==> config.mk <==
export PLATFORM = sky130hd
export DESIGN_NAME = fb_arbiter_flat
export DESIGN_NICKNAME = d
export VERILOG_FILES = /design/src/rtl/fb_arbiter_if.sv /design/src/rtl/fb_arbiter.sv /design/src/flat_wrapper.sv
export SDC_FILE = /design/constraint.sdc
export NUM_CORES = 1
export LEC_CHECK = 0
export BUFFER_PORTS_ARGS = -buffer_cell sky130_fd_sc_hd__clkbuf_2
export CAP_MARGIN = 0
export CORE_MARGIN = 3
export CORE_UTILIZATION = 42
export DETAILED_ROUTE_END_ITERATION = 7
export GPL_TIMING_DRIVEN = 1
export PLACE_DENSITY = 0.95
export RECOVER_POWER = 25
export SYNTH_ARGS = -nofsm -noshare
export SYNTH_HDL_FRONTEND = slang
export SYNTH_SLANG_ARGS = --single-unit
export TNS_END_PERCENT = 50
==> constraint.sdc <==
create_clock -name clock -period 4.35 [get_ports clock]
set_clock_uncertainty 0.15 [all_clocks]
set_input_delay 0.2175 -clock clock [delete_from_list [all_inputs] [get_ports clock]]
set_output_delay 0.2175 -clock clock [all_outputs]
set_load 0.05 [all_outputs]
==> src/rtl/fb_arbiter_if.sv <==
// Bundles the display-fetch, writer and frame-buffer memory signals of fb_arbiter.
// slave is the arbiter's view; master is the view of the surrounding requesters and memory.
interface fb_arbiter_if #(
  parameter int unsigned ADDR_W = 17,
  parameter int unsigned DATA_W = 32
) ();

  // Display fetch port
  logic              disp_req;
  logic [ADDR_W-1:0] disp_addr;
  logic              disp_ack;
  logic              disp_rvalid;
  logic [DATA_W-1:0] disp_rdata;

  // Writer port
  logic              wr_req;
  logic [ADDR_W-1:0] wr_addr;
  logic [DATA_W-1:0] wr_data;
  logic              wr_ack;

  // Frame-buffer memory port
  logic              mem_en;
  logic              mem_we;
  logic [ADDR_W-1:0] mem_addr;
  logic [DATA_W-1:0] mem_wdata;
  logic [DATA_W-1:0] mem_rdata;

  // Underrun status
  logic              clr_underrun;
  logic              underrun;

  modport slave (
    input  disp_req, disp_addr, wr_req, wr_addr, wr_data, mem_rdata, clr_underrun,
    output disp_ack, disp_rvalid, disp_rdata, wr_ack,
    output mem_en, mem_we, mem_addr, mem_wdata, underrun
  );

  modport master (
    output disp_req, disp_addr, wr_req, wr_addr, wr_data, mem_rdata, clr_underrun,
    input  disp_ack, disp_rvalid, disp_rdata, wr_ack,
    input  mem_en, mem_we, mem_addr, mem_wdata, underrun
  );

endinterface

==> src/rtl/fb_arbiter.sv <==
// Frame-buffer arbiter: display reads have priority, the writer has a bounded wait,
// and read data returns through a fixed-latency registered pipeline.
module fb_arbiter #(
  parameter int unsigned ADDR_W      = 17,
  parameter int unsigned DATA_W      = 32,
  parameter int unsigned RD_LAT      = 1,
  parameter int unsigned DEADLINE    = 6,
  parameter int unsigned WR_MAX_WAIT = 16
) (
  input logic          clock,
  input logic          reset,
  fb_arbiter_if.slave  io_bus
);

  localparam int unsigned WrWaitW   = $clog2(WR_MAX_WAIT + 1);
  localparam int unsigned DispWaitW = $clog2(DEADLINE + 1);

  typedef enum logic [0:0] {StArb, StWrTurn} state_e;

  state_e                r_state;
  state_e                w_state_next;
  logic [WrWaitW-1:0]    r_wr_wait;
  logic [DispWaitW-1:0]  r_disp_wait;
  logic                  r_underrun;
  logic [RD_LAT:0]       r_rd_vld;
  logic [DATA_W-1:0]     r_rdata;

  logic                  w_wr_starved;
  logic                  w_grant_wr;
  logic                  w_grant_rd;
  logic                  w_underrun_set;
  logic [RD_LAT+1:0]     w_vld_tap;

  assign w_wr_starved   = io_bus.wr_req && (r_wr_wait == WrWaitW'(WR_MAX_WAIT));
  assign w_underrun_set = io_bus.disp_req && !w_grant_rd &&
                          (r_disp_wait == DispWaitW'(DEADLINE));

  // State register
  always_ff @(posedge clock) begin
    if (reset) begin
      r_state <= StArb;
    end else begin
      r_state <= w_state_next;
    end
  end

  // Next-state logic: any issued write buys exactly one write-only cycle afterwards
  always_comb begin
    w_state_next = r_state;
    case (r_state)
      StArb:    w_state_next = w_grant_wr ? StWrTurn : StArb;
      StWrTurn: w_state_next = w_grant_wr ? StWrTurn : StArb;
      default:  w_state_next = StArb;
    endcase
  end

  // Output logic: grant selection and memory command; held quiet during reset
  always_comb begin
    w_grant_wr = 1'b0;
    w_grant_rd = 1'b0;
    if (!reset) begin
      case (r_state)
        StArb: begin
          if (w_wr_starved) begin
            w_grant_wr = 1'b1;
          end else if (io_bus.disp_req) begin
            w_grant_rd = 1'b1;
          end else if (io_bus.wr_req) begin
            w_grant_wr = 1'b1;
          end
        end
        StWrTurn: w_grant_wr = io_bus.wr_req;
        default: begin
          w_grant_wr = 1'b0;
          w_grant_rd = 1'b0;
        end
      endcase
    end

    io_bus.mem_en    = w_grant_wr || w_grant_rd;
    io_bus.mem_we    = w_grant_wr;
    io_bus.mem_addr  = '0;
    io_bus.mem_wdata = '0;
    if (w_grant_wr) begin
      io_bus.mem_addr  = io_bus.wr_addr;
      io_bus.mem_wdata = io_bus.wr_data;
    end else if (w_grant_rd) begin
      io_bus.mem_addr  = io_bus.disp_addr;
    end
    io_bus.disp_ack  = w_grant_rd;
    io_bus.wr_ack    = w_grant_wr;
  end

  // Writer wait counter, saturating; the saturated value forces the writer through
  always_ff @(posedge clock) begin
    if (reset) begin
      r_wr_wait <= '0;
    end else if (!io_bus.wr_req || w_grant_wr) begin
      r_wr_wait <= '0;
    end else if (r_wr_wait != WrWaitW'(WR_MAX_WAIT)) begin
      r_wr_wait <= r_wr_wait + WrWaitW'(1);
    end
  end

  always_ff @(posedge clock) begin
    if (reset) begin
      r_disp_wait <= '0;
    end else if (!io_bus.disp_req || w_grant_rd) begin
      r_disp_wait <= '0;
    end else if (r_disp_wait != DispWaitW'(DEADLINE)) begin
      r_disp_wait <= r_disp_wait + DispWaitW'(1);
    end
  end

  // Sticky underrun; a new violation outranks a simultaneous clear
  always_ff @(posedge clock) begin
    if (reset) begin
      r_underrun <= 1'b0;
    end else if (w_underrun_set) begin
      r_underrun <= 1'b1;
    end else if (io_bus.clr_underrun) begin
      r_underrun <= 1'b0;
    end
  end

  // Tap k of w_vld_tap marks a read issued k cycles ago: tap RD_LAT samples memory,
  // tap RD_LAT+1 presents the result.
  assign w_vld_tap = {r_rd_vld, w_grant_rd};

  always_ff @(posedge clock) begin
    if (reset) begin
      r_rd_vld <= '0;
      r_rdata  <= '0;
    end else begin
      r_rd_vld <= w_vld_tap[RD_LAT:0];
      if (w_vld_tap[RD_LAT]) begin
        r_rdata <= io_bus.mem_rdata;
      end
    end
  end

  assign io_bus.disp_rvalid = w_vld_tap[RD_LAT+1];
  assign io_bus.disp_rdata  = r_rdata;
  assign io_bus.underrun    = r_underrun;

  always_ff @(posedge clock) begin
    if (!reset) begin
      assert (!(w_grant_rd && w_grant_wr));
    end
  end

endmodule

==> src/flat_wrapper.sv <==
// flat-port wrapper written by rule: the top's interface ports become plain ports
module fb_arbiter_flat 
#(
  parameter int unsigned ADDR_W      = 17,
  parameter int unsigned DATA_W      = 32,
  parameter int unsigned RD_LAT      = 1,
  parameter int unsigned DEADLINE    = 6,
  parameter int unsigned WR_MAX_WAIT = 16
)
  (clock, reset, io_bus_disp_req, io_bus_disp_addr, io_bus_wr_req, io_bus_wr_addr, io_bus_wr_data, io_bus_mem_rdata, io_bus_clr_underrun, io_bus_disp_ack, io_bus_disp_rvalid, io_bus_disp_rdata, io_bus_wr_ack, io_bus_mem_en, io_bus_mem_we, io_bus_mem_addr, io_bus_mem_wdata, io_bus_underrun);
  fb_arbiter_if #(.ADDR_W(ADDR_W), .DATA_W(DATA_W)) io_bus_i ();
  input logic clock;
  input logic reset;
  input wire logic [$bits(io_bus_i.disp_req)-1:0] io_bus_disp_req;
  input wire logic [$bits(io_bus_i.disp_addr)-1:0] io_bus_disp_addr;
  input wire logic [$bits(io_bus_i.wr_req)-1:0] io_bus_wr_req;
  input wire logic [$bits(io_bus_i.wr_addr)-1:0] io_bus_wr_addr;
  input wire logic [$bits(io_bus_i.wr_data)-1:0] io_bus_wr_data;
  input wire logic [$bits(io_bus_i.mem_rdata)-1:0] io_bus_mem_rdata;
  input wire logic [$bits(io_bus_i.clr_underrun)-1:0] io_bus_clr_underrun;
  output wire logic [$bits(io_bus_i.disp_ack)-1:0] io_bus_disp_ack;
  output wire logic [$bits(io_bus_i.disp_rvalid)-1:0] io_bus_disp_rvalid;
  output wire logic [$bits(io_bus_i.disp_rdata)-1:0] io_bus_disp_rdata;
  output wire logic [$bits(io_bus_i.wr_ack)-1:0] io_bus_wr_ack;
  output wire logic [$bits(io_bus_i.mem_en)-1:0] io_bus_mem_en;
  output wire logic [$bits(io_bus_i.mem_we)-1:0] io_bus_mem_we;
  output wire logic [$bits(io_bus_i.mem_addr)-1:0] io_bus_mem_addr;
  output wire logic [$bits(io_bus_i.mem_wdata)-1:0] io_bus_mem_wdata;
  output wire logic [$bits(io_bus_i.underrun)-1:0] io_bus_underrun;
  assign io_bus_i.disp_req = io_bus_disp_req;
  assign io_bus_i.disp_addr = io_bus_disp_addr;
  assign io_bus_i.wr_req = io_bus_wr_req;
  assign io_bus_i.wr_addr = io_bus_wr_addr;
  assign io_bus_i.wr_data = io_bus_wr_data;
  assign io_bus_i.mem_rdata = io_bus_mem_rdata;
  assign io_bus_i.clr_underrun = io_bus_clr_underrun;
  assign io_bus_disp_ack = io_bus_i.disp_ack;
  assign io_bus_disp_rvalid = io_bus_i.disp_rvalid;
  assign io_bus_disp_rdata = io_bus_i.disp_rdata;
  assign io_bus_wr_ack = io_bus_i.wr_ack;
  assign io_bus_mem_en = io_bus_i.mem_en;
  assign io_bus_mem_we = io_bus_i.mem_we;
  assign io_bus_mem_addr = io_bus_i.mem_addr;
  assign io_bus_mem_wdata = io_bus_i.mem_wdata;
  assign io_bus_underrun = io_bus_i.underrun;
  fb_arbiter #(.ADDR_W(ADDR_W), .DATA_W(DATA_W), .RD_LAT(RD_LAT), .DEADLINE(DEADLINE), .WR_MAX_WAIT(WR_MAX_WAIT)) u_core (.clock(clock), .reset(reset), .io_bus(io_bus_i));
endmodule
==> impl_metrics.tcl, run 1 <==
set metrics [dict create \
    pwr-share-comb 0.280 \
    period_needed_ps 3190 \
    synth-seq-area-share 0.376 \
    grt_overflow 0 \
    r2r.worst_path.cells 5 \
    cts-buffers-inserted 5 \
    rsz0062_at_grt "no" \
    peakVddDrop_v 0.000276 \
    syn-num-nets 367 \
    cp_max_fo 34 \
    preCtsSetupSlack_ps 1540 \
    swShare 0.338 \
    hold_class "in -> reg" \
    synth_common_cells "44 x dfxtp_1, 39 x nor2_1, 34 x o211ai_1, 32 x and2_1, 32 x mux2i_1" \
    crit_path_cell_trace "inv_1 > ha_1 > nand4bb_1 > a21oi_4 > and2_1 > clkbuf_2" \
    worstSetupPathType "reg -> out" \
    relSlewSlack 0.162 \
    avgSynthCellArea_sq_um 9.02 \
    final-seq-area_sq_um 882 \
    clock_latency_ps 290 \
    htree_num_levels 2 \
    root_buffer "clkbuf_8" \
    cts_buffer_depth 2 \
    wirelength_mm 7.02 \
    cp_slowest_stage_delay_ps 790 \
    layout-drive-gt1-share 0.397 \
    cp.required_ps 3980 \
    final_nets 539 \
    drv_slew 0 \
    rows 26 \
    synth_edf_count 0 \
    multi_input_area_sq_um 1290 \
    setup_slack_ps 1160 \
    hold_violations 0 \
    dp_cells 495 \
    drcViolationCount 0 \
    grt_pass1_wl_mm 10.5 \
    fillers 433 \
    numClockSinks 44 \
    synth_seq_cells 44 \
    io_pins 190 \
    seqPwrFrac 0.425 \
    synth_top_area_share 0.376 \
    crit_slowest_cell "a21oi_4" \
    arrival_ps 2820 \
    synth_flop_cell "dfxtp_1" \
    gp_congestion 0.767 \
    dieHeight_um 80.7 \
    p_clk_frac 0.295 \
    ant_nets 0 \
    timing.fmax_ghz 0.314 \
    clk_pin_slew_worst_paths_ps 90 \
    cts_tree "built" \
    cp-startpoint "u_core.r_wr_wait[0]" \
    status "finished clean" \
    die_w_um 80.7 \
    first_pass_iters 4 \
    final-instance-count-excl-fill 503 \
    dieArea_sq_um 6510 \
    port_buffers 189 \
    p_int_uw 678 \
    synth_warnings 0 \
    cts_resized 0 \
    worst_pin_slew_ps 1250 \
    vias_per_cell 4.87 \
    design.core.area_sq_um 5240 \
    yosysMostFrequentCell "dfxtp_1" \
    hold_buffers 0 \
    syn-cell-area_sq_um 2340 \
    reg2reg_slack_ps 2220 \
    end_kind "output port" \
    power.density_nw_per_um2 311 \
    yosys.area.top_type "dfxtp_1" \
    setup_violations 0 \
    setup_tns_ps 0 \
    track_usage 0.202 \
    synthesis.instances 260 \
    grt_pass1_vias 2297 \
    synthArstFlopShare 0 \
    p_leak_nw 1.54 \
    synthTopCellsByArea "dfxtp_1 38%, mux2i_1 14%, o211ai_1 11%" \
    timing.final.crit_share 0.733 \
    cap_viol_max_count 0 \
    dr.first_iter.drc_count 111 \
    postCtsSetupRepairBufs 0 \
    vias 2449 \
    antenna_found_initial 0 \
    dp_hpwl_mm 5.45 \
    reg2reg_to "u_core.io_bus.underrun" \
    synth.distinct_cells 30 \
    power_switching_uw 347 \
    start_kind "flop" \
    initial_core_util 0.448 \
    crit_path_end "io_bus_mem_wdata[4]" \
    syn_to_final_growth_pct 40.7 \
    wl_per_cell_um 14.0 \
    grt_max_degree 57 \
    r2r-start "u_core.r_wr_wait[0]" \
    antenna_cells 0 \
]
[metrics by stage]
stage / hold slack, ps / cell area [sq um] / total power, mW / utilization
after floorplan: 215 / 2340 / 0.649 / -
after global placement: 295 / 3230 / 0.730 / 0.617
after detailed placement: 314 / 3230 / 0.735 / 0.617
after CTS: 10.7 / 3340 / 1.03 / 0.637
after global routing: 28.0 / 3300 / 1.07 / 0.630
final: 13.4 / 3300 / 1.03 / 0.630
[sequential cells by signal, summed over array words and instances, names as in the netlist]
signal	count
u_core.r_rd_vld	2
u_core.r_disp_wait	3
u_core.r_wr_wait	5
u_core.r_state	1
u_core.io_bus.underrun	1
u_core.io_bus.disp_rdata	32
[layer usage]
layer | global-route usage | vias to the layer above | part of all wire
met5 | 0 | - | 0
met4 | 0.0541 | 0 | 0.013
met3 | 0.0448 | 10 | 0.083
met2 | 0.377 | 103 | 0.50
met1 | 0.228 | 1098 | 0.40
li1 | - | 1238 | -
[area by class of cell]
type                    instances  share of cell area
clock buffers                   6              0.0220
well taps                      70              0.0266
repair buffers                190               0.277
flip-flops and latches         44               0.267
inverters                       5             0.00569
clock inverters                 2              0.0106
multi-input cells             186               0.391
[cell usage in the layout (no fill, tap or decap), drive strengths merged, types with 2 or more instances in the layout]
cell type,synthesis,final
inv,5,5
nor2b,4,4
nand2b,3,3
nor2,39,39
clkbuf,6,195
ha,4,4
a21oi,21,21
nor3,2,2
xor2,2,2
xnor2,2,2
mux2i,32,32
o211ai,34,34
dfxtp,44,44
nand2,2,2
nand3,2,2
and2,32,32
[critical path, delay by kind of cell (launching register included)]
family	cells	cell delay, ps
and+or+nand+nor	2	880
DFF	1	340
adders and majority gates	1	160
buffers and inverters	2	350
AOI/OAI and AO/OA	1	790
[kinds of logic after synthesis]
kind of cell    Yosys count  share of synthesized area
xor+xnor                  4                     0.0149
compound gates           58                      0.175
simple gates             88                      0.198
flops                    44                      0.376
fa+ha+maj                 4                     0.0213
buf+inv                  30                     0.0784
mux                      32                      0.137
[power by group through the flow]
stage / combinational [mW] / clock, mW / sequential [mW]
CTS: 0.291 / 0.307 / 0.436
global placement: 0.285 / 0 / 0.444
floorplan: 0.162 / 0 / 0.488
detailed placement: 0.290 / 0 / 0.445
global route: 0.306 / 0.321 / 0.439
finish: 0.287 / 0.302 / 0.436
[worst min path at each step]
stage                                         endpoint  depth (start not counted)                   start  slack (ps)
final                      u_core.io_bus.disp_rdata[5]                          3     io_bus_mem_rdata[5]          10
after global routing      u_core.io_bus.disp_rdata[13]                          3    io_bus_mem_rdata[13]          30
after CTS                  u_core.io_bus.disp_rdata[5]                          3     io_bus_mem_rdata[5]          10
after detailed placement        u_core.io_bus.underrun                          2  u_core.io_bus.underrun         310
after global placement             u_core.r_wr_wait[0]                          1     u_core.r_wr_wait[0]         300
after floorplan            u_core.io_bus.disp_rdata[0]                          2     io_bus_mem_rdata[0]         210
(Power assumes the default switching activity.)
==> inputs of run 2 (changes only) <==
--- a/config.mk
+++ b/config.mk
@@ -5,13 +5,14 @@
 export SDC_FILE = /design/constraint.sdc
 export NUM_CORES = 1
 export LEC_CHECK = 0
+export ABC_AREA = 1
 export BUFFER_PORTS_ARGS = -buffer_cell sky130_fd_sc_hd__clkbuf_2
 export CAP_MARGIN = 0
 export CORE_MARGIN = 3
-export CORE_UTILIZATION = 42
+export CORE_UTILIZATION = 35
 export DETAILED_ROUTE_END_ITERATION = 7
 export GPL_TIMING_DRIVEN = 1
-export PLACE_DENSITY = 0.95
+export PLACE_DENSITY = 0.87
 export RECOVER_POWER = 25
 export SYNTH_ARGS = -nofsm -noshare
 export SYNTH_HDL_FRONTEND = slang
==> constraint.sdc (replaced) <==
create_clock -name clock -period 2.8 [get_ports clock]
set_clock_uncertainty 0.15 [all_clocks]
set_input_delay 0.14 -clock clock [delete_from_list [all_inputs] [get_ports clock]]
set_output_delay 0.14 -clock clock [all_outputs]
set_load 0.05 [all_outputs]
==> run 2 against run 1 <==
Flip-flop and latch count unchanged. Cell area grew 9.7%. Routed wire length is 13% higher. Via count grew 19%. Critical path depth grew 3. Sequential share of layout area fell by 2.4 points. Utilization is 3.6 points lower.
==> impl_metrics.tcl, run 2 <==
set metrics [dict create \
    relSlewSlack 0.328 \
    period_needed_ps 2380 \
    min_from "reset" \
    syn_to_final_growth_pct 60.1 \
    dp_hpwl_mm 5.54 \
    htree_num_levels 2 \
    dr.first_iter.drc_count 163 \
    die_w_um 86.4 \
    power.density_nw_per_um2 476 \
    largest_reg_flops 32 \
    setup_violations 0 \
    clk_pin_slew_worst_paths_ps 80 \
    syn-cell-area_sq_um 2260 \
    clock_latency_ps 290 \
    yosys.area.top_type "dfxtp_1" \
    wirelength_mm 7.94 \
    r2r-start "u_core.r_rd_vld[0]" \
    cap_viol_max_count 0 \
    rsz0062_at_grt "no" \
    crit_slowest_cell "nand2_4" \
    worst_pin_slew_ps 1010 \
    synthesis.instances 331 \
    layout_commonest_cell "clkbuf_2" \
    synth.distinct_cells 22 \
    synth_warnings 0 \
    timing.final.crit_share 0.850 \
    cts-buffers-inserted 5 \
    cts_tree "built" \
    synthArstFlopShare 0 \
    dieHeight_um 86.4 \
    grt_pass1_wl_mm 12.1 \
    fillers 555 \
    synth_common_cells "80 x nor2_1, 46 x inv_1, 44 x dfxtp_1, 39 x nand3_1, 33 x o21ai_0" \
    cp_slowest_stage_delay_ps 420 \
    cts_buffer_depth 2 \
    final_cell_mix "157 x clkbuf_2, 80 x nor2_1, 46 x inv_1, 44 x dfxtp_1, 39 x nand3_1" \
    synth-seq-area-share 0.390 \
    grt_max_degree 36 \
    rows 28 \
    cts_resized 0 \
    track_usage 0.199 \
    cp_max_fo 35 \
    setup_tns_ps 0 \
    drcViolationCount 0 \
    antenna_cells 0 \
    antenna_found_initial 0 \
    total_power_mw 1.72 \
    end_kind "output port" \
    peakVddDrop_v 0.000266 \
    synth_flop_cell "dfxtp_1" \
    crit_path_cell_trace "inv_1 > ha_1 > nand2_1 > inv_1 > nand2_2 > nand2_4 > nand2_4 > inv_1 > clkbuf_2" \
    synth_edf_count 0 \
    port_buffers 189 \
    wl_per_cell_um 12.8 \
    gp_congestion 0.822 \
    syn-num-nets 438 \
    preCtsSetupSlack_ps 731 \
    hold_class "in -> reg" \
    hold_violations 0 \
    status "finished clean" \
    vias 2904 \
    cp.required_ps 2510 \
    reg2reg_slack_ps 970 \
    synth_seq_cells 44 \
    avgSynthCellArea_sq_um 6.83 \
    worstSetupPathType "reg -> out" \
    synth_top_area_share 0.390 \
    dieArea_sq_um 7460 \
    io_pins 190 \
    timing.fmax_ghz 0.420 \
    drv_slew 0 \
    layout-drive-gt1-share 0.367 \
    cp-startpoint "u_core.r_wr_wait[0]" \
    arrival_ps 2090 \
    ant_nets 0 \
    path_delay_family "simple AND/OR/NAND/NOR gates" \
    root_buffer "clkbuf_8" \
    critPathMostFrequentCell "inv_1" \
    first_pass_iters 4 \
    synthTopCellsByArea "dfxtp_1 39%, nor2_1 13%, nand3_1 8.6%" \
    design.core.area_sq_um 6100 \
    numClockSinks 44 \
    vias_per_cell 4.68 \
    setup_slack_ps 420 \
    final_nets 651 \
    start_kind "flop" \
    p_leak_nw 2.05 \
    grt_pass1_vias 2763 \
    initial_core_util 0.371 \
    worst-path-buf-inv 4 \
    yosysMostFrequentCell "nor2_1" \
    grt_overflow 0 \
]
[run 2: worst register-to-register path, delay by kind of cell, from the launching register on]
family	cells	cell delay, ps
AND/OR/NAND/NOR	2	330
flip-flops	1	300
buffers and inverters	2	980
[run 2: repair_timing]
item,CTS,global route
hold buffers,33,0
setup buffers,0,0
endpoints found under the hold margin,33,0
[run 2: routing by layer]
metal / vias up / GRT usage / wire length (um)
met5: - / 0 / 0
met1: 1295 / 0.211 / 2790
met3: 24 / 0.0428 / 587
met4: 0 / 0.0977 / 257
li1: 1440 / - / -
met2: 145 / 0.370 / 4300
[run 2: logic make-up after synthesis]
group / synth area share
buffers and inverters: 0.121
adders and majority gates: 0.0221
DFF: 0.390
AOI/OAI and AO/OA: 0.0753
xor gates and xnor gates: 0.0155
and+or+nand+nor: 0.377
[run 2: through the flow]
| step | hold WS (ps) | std cells | utilization | instance area, sq um |
|---|---|---|---|---|
| CTS | 32.0 | 620 | 0.600 | 3660 |
| global route | 61.3 | 620 | 0.594 | 3620 |
| finish | 36.0 | 620 | 0.594 | 3620 |
| detailed placement | 219 | 579 | 0.526 | 3210 |
| floorplan | 62.4 | 331 | - | 2260 |
| global placement | 212 | 579 | 0.526 | 3210 |
[run 2: final timing paths]
| path | cells after the start | endpoint |
|---|---|---|
| min reg2reg | 1 | u_core.r_wr_wait[0] |
| min | 2 | u_core.r_rd_vld[1] |
| max | 9 | io_bus_mem_we |
| max reg2reg | 4 | u_core.io_bus.disp_rdata[4] |
[run 2: report_power, final]
| part | leakage [nW] | switching (mW) | total [mW] | internal, mW |
|---|---|---|---|---|
| combinational | 1.63 | 0.383 | 0.537 | 0.154 |
| sequential | 0.361 | 0.0183 | 0.679 | 0.661 |
| clock | 0.0614 | 0.215 | 0.507 | 0.292 |
| total | 2.05 | 0.617 | 1.72 | 1.11 |
[run 2: cell type report]
| class | instances | area, sq um | share of cell area |
|---|---|---|---|
| clock buffers | 6 | 82.6 | 0.0228 |
| clock inverters | 2 | 38.8 | 0.0107 |
| inverters | 46 | 173 | 0.0477 |
| multi-input cells | 224 | 1110 | 0.306 |
| flip-flops and latches | 44 | 881 | 0.243 |
| well taps | 75 | 93.8 | 0.0259 |
| repair buffers | 223 | 1240 | 0.344 |
==> inputs of run 3 (changes only) <==
--- a/config.mk
+++ b/config.mk
@@ -9,10 +9,10 @@
 export BUFFER_PORTS_ARGS = -buffer_cell sky130_fd_sc_hd__clkbuf_2
 export CAP_MARGIN = 0
 export CORE_MARGIN = 3
-export CORE_UTILIZATION = 35
+export CORE_UTILIZATION = 39
 export DETAILED_ROUTE_END_ITERATION = 7
 export GPL_TIMING_DRIVEN = 1
-export PLACE_DENSITY = 0.87
+export PLACE_DENSITY = 0.91
 export RECOVER_POWER = 25
 export SYNTH_ARGS = -nofsm -noshare
 export SYNTH_HDL_FRONTEND = slang
==> constraint.sdc (replaced) <==
create_clock -name clock -period 2.2 [get_ports clock]
set_clock_uncertainty 0.15 [all_clocks]
set_input_delay 0.11 -clock clock [delete_from_list [all_inputs] [get_ports clock]]
set_output_delay 0.11 -clock clock [all_outputs]
set_load 0.05 [all_outputs]
==> run 3 against run 2 <==
Register-to-register slack got worse by 420 ps. Critical path depth increased by 1. Critical path type unchanged. Clock-buffer cell count unchanged. Via count increased by 2.0%. Worst hold slack improved by 91 ps. Largest cell class unchanged. Die area decreased by 9.6%. Cell area increased by 3.4%. Power increased by 22%. Largest power group unchanged. First-iteration DRC count increased by 32%. Setup slack got worse by 380 ps. Critical endpoint is now io_bus_mem_wdata[4]. Sequential power increased by 27%. Non-clock buffer count increased by 9.
==> impl_metrics.tcl, run 3 (synthesis gave the netlist of run 2 again) <==
set metrics [dict create \
    io_pins 190 \
    rows 27 \
    final-seq-area_sq_um 881 \
    fillers 474 \
    start_kind "flop" \
    grt_pass1_wl_mm 11.8 \
    cts_buffer_depth 2 \
    holdWs_ps 127 \
    port_buffers 189 \
    largest_reg_flops 32 \
    final_cell_mix "132 x clkbuf_2, 80 x nor2_1, 46 x inv_1, 44 x dfxtp_1, 39 x nand3_1" \
    rsz0062_at_grt "yes" \
    antenna_found_initial 0 \
    multi_input_area_sq_um 1110 \
    arrival_ps 1900 \
    clk_pin_slew_worst_paths_ps 80 \
    cp_max_fo 8 \
    dieArea_sq_um 6740 \
    vias_per_cell 4.73 \
    die_w_um 82.1 \
    dp_cells 584 \
    setup_violations 0 \
    wl_per_cell_um 13.1 \
    relSlewSlack 0.576 \
    setup_tns_ps 0 \
    syn_to_final_growth_pct 65.5 \
    final-instance-count-excl-fill 626 \
    hold_class "in -> reg" \
    ant_nets 0 \
    vias 2963 \
    wirelength_mm 8.22 \
    first_pass_iters 4 \
    reg2reg_slack_ps 550 \
    clock_latency_ps 280 \
    gp_congestion 0.718 \
    worst-path-buf-inv 4 \
    drv_slew 0 \
    layout-drive-gt1-share 0.386 \
    end_kind "output port" \
    cp.required_ps 1940 \
    cp_slowest_stage_delay_ps 350 \
    grt_overflow 0 \
    r2r-start "u_core.r_wr_wait[0]" \
    hold_violations 0 \
    final_area_sq_um 3740 \
    dr.first_iter.drc_count 215 \
    route.met2.wl_mm 4.32 \
    setup_slack_ps 36.6 \
    track_usage 0.223 \
    numClockSinks 44 \
    p_leak_nw 2.12 \
    final_nets 660 \
    peakVddDrop_v 0.000392 \
    worstSetupPathType "reg -> out" \
    period_needed_ps 2160 \
    cts-buffers-inserted 5 \
    antenna_cells 0 \
    place_area_sq_um 3280 \
    path_delay_family "buffers and inverters" \
    dp_hpwl_mm 5.75 \
    status "finished clean" \
    design.core.area_sq_um 5570 \
    final_util 0.671 \
    preCtsSetupSlack_ps 341 \
    root_buffer "clkbuf_8" \
    layout_commonest_cell "clkbuf_2" \
    dieHeight_um 82.1 \
    cap_viol_max_count 0 \
    wl_met3_um 501 \
    power.density_nw_per_um2 561 \
    total_power_mw 2.10 \
    dr.max_layer_used "met4" \
    timing.final.crit_share 0.983 \
    worst_pin_slew_ps 639 \
    initial_core_util 0.405 \
    grt_max_degree 33 \
    timing.fmax_ghz 0.462 \
    grt_pass1_vias 2665 \
    drt-met1-wl_mm 3.05 \
    crit_slowest_cell "dfxtp_1" \
    cts_tree "built" \
    min_from "io_bus_disp_req" \
    crit_path_cell_trace "inv_1 > ha_1 > nand2_1 > inv_1 > nand2_2 > nand2_4 > nand2_4 > buf_4 > nor2_2 > clkbuf_2" \
    drcViolationCount 0 \
    htree_num_levels 2 \
    cp-startpoint "u_core.r_wr_wait[0]" \
]
run 3: changes by cell type in the layout (fill, tap and decap cells not counted), moves of 2 or more:
| cell | before | now |
|---|---|---|
| buf_2 | 0 | 12 |
| clkbuf_1 | 32 | 26 |
| buf_4 | 1 | 7 |
| clkbuf_4 | 0 | 19 |
| clkinvlp_4 | 0 | 2 |
| clkbuf_2 | 157 | 132 |
run 3: final cells by class:
class                           instances  share of cell area
Timing Repair Buffer                  232               0.370
Multi-Input combinational cell        224               0.298
Sequential cell                        44               0.236
Inverter                               46              0.0462
Tap cell                               72              0.0241
Clock buffer                            6              0.0221
Clock inverter                          2             0.00401
run 3: layer usage:
layer  track usage  vias to the layer above
met3        0.0412                       32
li1              -                     1457
met2         0.385                      146
met1         0.254                     1328
met4         0.138                        0
met5             0                        -
run 3: power by group:
| part | internal [mW] | leakage (nW) | switching, mW |
|---|---|---|---|
| Clock | 0.254 | 0.0434 | 0.265 |
| Sequential | 0.841 | 0.361 | 0.0242 |
| Combinational | 0.219 | 1.71 | 0.496 |
| Total | 1.31 | 2.12 | 0.785 |
run 3: timing repair:
action,in CTS,in global routing
resized for setup,0,52
hold endpoints to repair,34,0
hold buffers,34,0
endpoints found under the setup margin,0,17
buffers inserted,0,0
run 3: tightest hold or removal path, stage by stage:
cell and delay, ps:
clkbuf_2 80, inv_1 110, nor2_1 70, nand3_1 90, nand2_1 50
run 3: worst paths after layout:
kind | endpoint | cells after the start
worst max-delay path | io_bus_mem_wdata[4] | 10
worst min-delay path | u_core.io_bus.underrun | 5
worst max register to register | u_core.r_disp_wait[2] | 8
worst min register to register | u_core.r_rd_vld[1] | 2
